$ cat src/rtl/ps2_pkg.sv
// Shared PS/2 definitions: transmitter state encoding, frame constants,
// common command bytes and the odd-parity helper.
package ps2_pkg;

   typedef enum logic [2:0] {
      IDLE      = 3'd0,
      INHIBIT   = 3'd1,
      REQ       = 3'd2,
      SHIFT     = 3'd3,
      ACK       = 3'd4,
      WAIT_IDLE = 3'd5
   } ps2_state_e;

   localparam int unsigned PS2_FRAME_FALLS = 11;
   localparam int unsigned PS2_MAX_RETRY   = 2;

   localparam logic [7:0] PS2_CMD_SET_LED = 8'hED;
   localparam logic [7:0] PS2_CMD_RESET   = 8'hFF;
   localparam logic [7:0] PS2_ACK_BYTE    = 8'hFA;

   function automatic logic odd_parity(input logic [7:0] d);
      return ~^d;
   endfunction

endpackage

$ cat src/rtl/ps2_line_sync.sv
// Two-flop synchroniser for a raw PS/2 line plus a falling-edge strobe on
// the synchronised value. Lines idle high, so all flops reset to 1.
module ps2_line_sync (
   input  logic clk,
   input  logic rst,
   input  logic line,
   output logic synced,
   output logic fall_c
);

   logic meta;
   logic prev;

   always_ff @(posedge clk or negedge rst) begin
      if (!rst) begin
         meta   <= 1'b1;
         synced <= 1'b1;
         prev   <= 1'b1;
      end else begin
         meta   <= line;
         synced <= meta;
         prev   <= synced;
      end
   end

   assign fall_c = prev & ~synced;

endmodule

$ cat src/rtl/ps2_host_tx.sv
// PS/2 host-to-device command transmitter driving open-drain pull-low enables.
// Define PS2_TX_RESEND_EN to retry failed frames up to PS2_MAX_RETRY times.
module ps2_host_tx #(
   parameter int unsigned INHIBIT_CYCLES = 10000,
   parameter int unsigned TIMEOUT_CYCLES = 2000000
) (
   input  logic       clk,
   input  logic       rst,
   input  logic [7:0] tx_data,
   input  logic       tx_valid,
   output logic       tx_ready,
   output logic       tx_done,
   output logic       tx_err,
   input  logic       kbclk,
   input  logic       kb,
   output logic       kbclk_oe,
   output logic       kb_oe
);
   import ps2_pkg::*;

   localparam int unsigned INH_W = (INHIBIT_CYCLES > 1) ? $clog2(INHIBIT_CYCLES) : 1;
   localparam int unsigned TO_W  = (TIMEOUT_CYCLES > 1) ? $clog2(TIMEOUT_CYCLES) : 1;
   localparam logic [INH_W-1:0] INH_LAST = INH_W'(INHIBIT_CYCLES - 1);
   localparam logic [TO_W-1:0]  TO_LAST  = TO_W'(TIMEOUT_CYCLES - 1);

   ps2_state_e       state, state_nxt;
   logic [INH_W-1:0] inh_cnt, inh_nxt;
   logic [TO_W-1:0]  to_cnt, to_nxt;
   logic [3:0]       bit_cnt, bit_nxt;
   logic [7:0]       data_q, data_nxt;
   logic             par_q, par_nxt;
   logic             nack_q, nack_nxt;
   logic             ready_nxt, done_nxt, err_nxt, kbclk_oe_nxt, kb_oe_nxt;
   logic             fail, running, retry_ok_c;
   logic             kbclk_sync, kbclk_fall_c;
   logic             kb_meta, kb_sync;
   logic [15:0]      frame_c;

   ps2_line_sync u_kbclk_sync (
      .clk    (clk),
      .rst    (rst),
      .line   (kbclk),
      .synced (kbclk_sync),
      .fall_c (kbclk_fall_c)
   );

   // The data line only needs synchronising; its edges are never used.
   always_ff @(posedge clk or negedge rst) begin
      if (!rst) begin
         kb_meta <= 1'b1;
         kb_sync <= 1'b1;
      end else begin
         kb_meta <= kb;
         kb_sync <= kb_meta;
      end
   end

   // Bit presented after fall n+1: data LSB first, parity, then stop (released).
   assign frame_c = {6'h3F, 1'b1, par_q, data_q};

`ifdef PS2_TX_RESEND_EN
   logic [1:0] retry_cnt;

   assign retry_ok_c = (retry_cnt < 2'(PS2_MAX_RETRY));

   // Any entry into INHIBIT from outside IDLE is a retry.
   always_ff @(posedge clk or negedge rst) begin
      if (!rst) begin
         retry_cnt <= '0;
      end else if (state == IDLE) begin
         retry_cnt <= '0;
      end else if ((state_nxt == INHIBIT) && (state != INHIBIT)) begin
         retry_cnt <= retry_cnt + 2'd1;
      end
   end
`else
   assign retry_ok_c = 1'b0;
`endif

   always_comb begin
      state_nxt = state;
      inh_nxt   = inh_cnt;
      bit_nxt   = bit_cnt;
      data_nxt  = data_q;
      par_nxt   = par_q;
      nack_nxt  = nack_q;
      kb_oe_nxt = kb_oe;
      done_nxt  = 1'b0;
      err_nxt   = 1'b0;
      fail      = 1'b0;
      running   = state inside {REQ, SHIFT, ACK, WAIT_IDLE};

      case (state)
         IDLE: begin
            inh_nxt = '0;
            if (tx_valid && tx_ready) begin
               data_nxt  = tx_data;
               par_nxt   = odd_parity(tx_data);
               state_nxt = INHIBIT;
            end
         end
         INHIBIT: begin
            if (inh_cnt == INH_LAST) begin
               bit_nxt   = '0;
               state_nxt = REQ;
            end else begin
               inh_nxt = inh_cnt + INH_W'(1);
            end
         end
         REQ, SHIFT: begin
            if (kbclk_fall_c) begin
               bit_nxt   = bit_cnt + 4'd1;
               kb_oe_nxt = ~frame_c[bit_cnt];
               state_nxt = (bit_cnt == 4'd9) ? ACK : SHIFT;
            end else if (to_cnt == TO_LAST) begin
               fail = 1'b1;
            end
         end
         ACK: begin
            if (kbclk_fall_c) begin
               nack_nxt  = kb_sync;
               bit_nxt   = 4'(PS2_FRAME_FALLS);
               state_nxt = WAIT_IDLE;
            end else if (to_cnt == TO_LAST) begin
               fail = 1'b1;
            end
         end
         WAIT_IDLE: begin
            if (kbclk_sync && kb_sync) begin
               if (nack_q) begin
                  fail = 1'b1;
               end else begin
                  done_nxt  = 1'b1;
                  state_nxt = IDLE;
               end
            end else if (to_cnt == TO_LAST) begin
               fail = 1'b1;
            end
         end
         default: state_nxt = IDLE;
      endcase

      if (fail) begin
         if (retry_ok_c) begin
            state_nxt = INHIBIT;
            inh_nxt   = '0;
         end else begin
            state_nxt = IDLE;
            err_nxt   = 1'b1;
         end
      end

      // Line enables follow the state being entered; data leads the clock release by one cycle.
      kbclk_oe_nxt = (state_nxt == INHIBIT);
      if (state_nxt == INHIBIT) begin
         kb_oe_nxt = (inh_nxt == INH_LAST);
      end else if (state_nxt == REQ) begin
         kb_oe_nxt = 1'b1;
      end else if (state_nxt == IDLE) begin
         kb_oe_nxt = 1'b0;
      end
      ready_nxt = (state_nxt == IDLE);

      if (kbclk_fall_c || (state_nxt != state)) begin
         to_nxt = '0;
      end else if (running && (to_cnt != TO_LAST)) begin
         to_nxt = to_cnt + TO_W'(1);
      end else begin
         to_nxt = to_cnt;
      end
   end

   always_ff @(posedge clk or negedge rst) begin
      if (!rst) begin
         state    <= IDLE;
         inh_cnt  <= '0;
         to_cnt   <= '0;
         bit_cnt  <= '0;
         data_q   <= '0;
         par_q    <= 1'b0;
         nack_q   <= 1'b0;
         tx_ready <= 1'b1;
         tx_done  <= 1'b0;
         tx_err   <= 1'b0;
         kbclk_oe <= 1'b0;
         kb_oe    <= 1'b0;
      end else begin
         state    <= state_nxt;
         inh_cnt  <= inh_nxt;
         to_cnt   <= to_nxt;
         bit_cnt  <= bit_nxt;
         data_q   <= data_nxt;
         par_q    <= par_nxt;
         nack_q   <= nack_nxt;
         tx_ready <= ready_nxt;
         tx_done  <= done_nxt;
         tx_err   <= err_nxt;
         kbclk_oe <= kbclk_oe_nxt;
         kb_oe    <= kb_oe_nxt;
      end
   end

endmodule

$ cat config.mk
export PLATFORM = sky130hd
export DESIGN_NAME = ps2_host_tx
export DESIGN_NICKNAME = d
export VERILOG_FILES = /design/src/rtl/ps2_pkg.sv /design/src/rtl/ps2_line_sync.sv /design/src/rtl/ps2_host_tx.sv
export SDC_FILE = /design/constraint.sdc
export NUM_CORES = 1
export LEC_CHECK = 0
export ABC_CLOCK_PERIOD_IN_PS = 2900
export CORE_UTILIZATION = 37
export CTS_BUF_LIST = sky130_fd_sc_hd__clkbuf_8
export CTS_CLUSTER_DIAMETER = 30
export DETAILED_ROUTE_END_ITERATION = 10
export HOLD_SLACK_MARGIN = 0.12
export PLACE_DENSITY = 0.5
export SLEW_MARGIN = 20
export SYNTH_ARGS = -nofsm -noshare
export SYNTH_HDL_FRONTEND = slang
export SYNTH_HIERARCHICAL = 1
export SYNTH_SLANG_ARGS = --single-unit
export TNS_END_PERCENT = 50
$ cat constraint.sdc
create_clock -name clk -period 2.9 [get_ports clk]
set_input_delay 0.58 -clock clk [delete_from_list [all_inputs] [get_ports clk]]
set_output_delay 0.58 -clock clk [all_outputs]
set_load 0.1 [all_outputs]
==> Flow_metrics.wiki <==
{| class="wikitable"
! Metric !! Value
|-
| Setup Fix Bufs, Post-CTS || 0
|-
| Kind of end point of the critical path || register
|-
| Power density normalized to cell area || 606 mW/mm²
|-
| Number of register bits inferred by synthesis || 62
|-
| Die height || 99.0 µm
|-
| CTS clock-pin slew for the worst setup and hold paths || 0.09 ns
|-
| DP Wirelength || roughly 5500 µm
|-
| Pre-antenna DRT Iters || 4
|-
| Main synth FF type || sky130_fd_sc_hd__dfrtp_1
|-
| Clk sinks || 62
|-
| Final std cells w/o fill || 495
|-
| Max_slew headroom || 51.2%
|-
| Final global-route overflow total || 0
|-
| Die W || 99.0 µm
|-
| Ratio of cells with drive above 1 in the final layout || 20.3%
|-
| Boundary pin count || 18
|-
| Netlist area before placement || 0.00348 mm²
|-
| Initial antenna violation count || 0
|-
| Maximum Capacitance Violations || 0
|-
| CP Launch Type || register
|-
| Hold Buf Count CTS || 0
|-
| Utilization after layout || 44.3%
|-
| Die area || 0.00980 mm²
|-
| Number of vias in the routed layout || 2,674
|-
| Critical setup path kind || register to register
|-
| Clk Latency, worst-skew pair || 0.35 ns
|-
| GRT Overall Usage || roughly 17%
|-
| Final wirelength || 7700 µm
|-
| CTS resizes || 0
|-
| Worst min-delay path class || primary input to asynchronous set/reset pin
|-
| Fmax || 0.363 GHz
|-
| Arr. time, crit path || about 3.0 ns
|-
| Most frequent cells in the layout || sky130_fd_sc_hd__dfrtp_1 (56), sky130_fd_sc_hd__nor2_1 (40), sky130_fd_sc_hd__nand2_1 (33)
|-
| Placed instance count || 479
|-
| Starting density of the core || 38.0%
|-
| Count of cell types in the netlist || 63
|-
| Final Wtd Congestion || 0.770
|-
| Min Clock Period, post-route || 2.75 ns
|-
| Global-route wire length before repair || 13,200 µm
|-
| Post-synthesis sequential area ratio || 44.8%
|-
| Max clock buf depth || 2
|-
| Largest fanout on the critical path || 8
|-
| Maximum number of pins on one net before global-route repair || 35
|-
| Core Rows || 35
|-
| Summed negative setup slack over all endpoints || 0 ns
|-
| ANT cells || 0
|-
| Final Hold Vio Count || 0
|-
| Synthesized area per cell || 10.0 µm²
|-
| Post-route DRC || 0
|-
| Number of warning messages in the yosys log || 6
|-
| Cell type with the highest aggregate area in the netlist || sky130_fd_sc_hd__dfrtp_1
|-
| Commonest non-fill, non-tap cell in the layout || sky130_fd_sc_hd__dfrtp_1
|-
| Unrepaired setup endpoints after global routing || false
|-
| Clock buffers created by TritonCTS || 9
|-
| Share of flip-flops with an asynchronous set or reset after synthesis || 100%
|-
| Final setup violation count || 0
|-
| Number of global-route vias before repair || approximately 2,600
|-
| Vias per cell || 5.40
|-
| Result of the run || finished clean
|-
| Worst Max-Slew Pin Slew || 0.727 ns
|-
| Number of DRC markers after the initial detailed-route iteration || 83
|-
| Syn Nets || 364
|-
| Number of enable-type register cells in the synthesized netlist || 0
|-
| VDD IR max || roughly 0.25 mV
|-
| Max-slew violation count || 0
|-
| Reported leakage power || 1.73 nW
|-
| Clock root buffer || sky130_fd_sc_hd__clkbuf_8
|-
| Area contributors post-synth || sky130_fd_sc_hd__dfrtp_1 (40%), sky130_fd_sc_hd__dfstp_2 (4.5%), sky130_fd_sc_hd__mux2_2 (4.5%)
|-
| Required time of the critical path || about 3.2 ns
|-
| Core footprint || 0.00915 mm²
|-
| NumNets Final || between 300 and 400
|-
| Final period util || 94.9%
|-
| TritonCTS clock tree || built
|-
| Post-synth top area share || 40.3%
|-
| Number of nets still failing antenna checks after routing || 0
|-
| Post-Synthesis Cells || about 350
|-
| Clock H-tree levels || 3
|-
| Setup clock skew after layout || between 0.01 and 0.015 ns
|-
| Routed wire per std cell || 15.6 µm
|-
| Area growth from synthesis to layout || 16.6%
|-
| Quantity of I/O buffers inserted on ports || 17
|}
## power breakdown
group,internal (W),total (W),switching (W)
logic,0.000228,0.000513,0.000286
clock network,0.000496,0.000881,0.000385
registers,0.000977,0.00106,0.0000872
total,0.00170,0.00246,0.000758
## metal layers
metal  vias to the layer above  wire length (µm)  track usage, %
li1                       1315                 -               -
met1                      1309              3950            25.0
met2                        46              3450            25.3
met3                         4               229            3.69
met4                         0                65            6.89
met5                         -                 0               0
## synthesized netlist by cell type (6+ instances only)
master	n
sky130_fd_sc_hd__clkbuf_1	8
sky130_fd_sc_hd__mux2_2	14
sky130_fd_sc_hd__nand2_1	33
sky130_fd_sc_hd__nor3_1	7
sky130_fd_sc_hd__xnor2_1	15
sky130_fd_sc_hd__nor2_1	40
sky130_fd_sc_hd__nand4_1	8
sky130_fd_sc_hd__nand3_1	15
sky130_fd_sc_hd__inv_1	10
sky130_fd_sc_hd__dfstp_2	6
sky130_fd_sc_hd__o21ai_0	14
sky130_fd_sc_hd__a22o_1	8
sky130_fd_sc_hd__a21oi_1	11
sky130_fd_sc_hd__xor2_1	13
sky130_fd_sc_hd__dfrtp_1	56
## area by class of cell
class	count	area, µm²
timing repair buffer	36	308
inverter	11	41.3
tap	111	139
sequential	62	1560
fill	902	5100
multi-input combinational	259	1780
clock buffer	9	124
clock inverter	7	103
## stage by stage
stage	hold WS (ns)	setup slack, ns	power (W)	instance area [µm²]
after detailed placement	0.349	0.212	0.00160	3830
after floorplan	0.284	0.368	0.00148	3480
after CTS	0.268	0.165	0.00250	4060
after global routing	0.313	0.0107	0.00260	4060
after global placement	0.354	0.208	0.00160	3830
final	0.268	0.148	0.00246	4060
## worst max-delay path: stages, from the launching register on
cell                      delay, ns
sky130_fd_sc_hd__dfrtp_1       0.48
sky130_fd_sc_hd__ha_1          0.25
sky130_fd_sc_hd__nand3_1       0.23
sky130_fd_sc_hd__or4_1         0.69
sky130_fd_sc_hd__nand2_1       0.18
sky130_fd_sc_hd__nor2_1        0.08
sky130_fd_sc_hd__xnor2_1       0.13
sky130_fd_sc_hd__or4_1         0.48
sky130_fd_sc_hd__o21ai_1       0.15
## state kept, by name, indices dropped and copies added (netlist names), 3 cells and up
signal and count:
inh_cnt 14, to_cnt 21, bit_cnt 4, state 3, data_q 8
## cells by family after synthesis
group	Yosys count	synth area share, %
adder cells (fa/ha/maj)	4	1.44
buffers and inverters	26	3.96
XOR/XNOR	28	7.05
multiplexers	17	6.11
AO/OA/AOI/OAI	60	12.6
flip-flops	62	44.8
AND/OR/NAND/NOR	150	24.0
## path summary, 6_finish.rpt
| check | startpoint | endpoint | slack [ns] | cells after the start |
|---|---|---|---|---|
| setup reg to reg | inh_cnt[0] | kb_oe | 0.15 | 8 |
| setup / recovery | inh_cnt[0] | kb_oe | 0.15 | 8 |
| hold / removal | rst | data_q[3] | 0.27 | 1 |
| max in group asynchronous | rst | tx_ready | 1.95 | 2 |
| min in group clk | kb_meta | kb_sync | 0.36 | 0 |
| hold reg to reg | kb_meta | kb_sync | 0.36 | 0 |
Power figures use the tool's default switching activity.
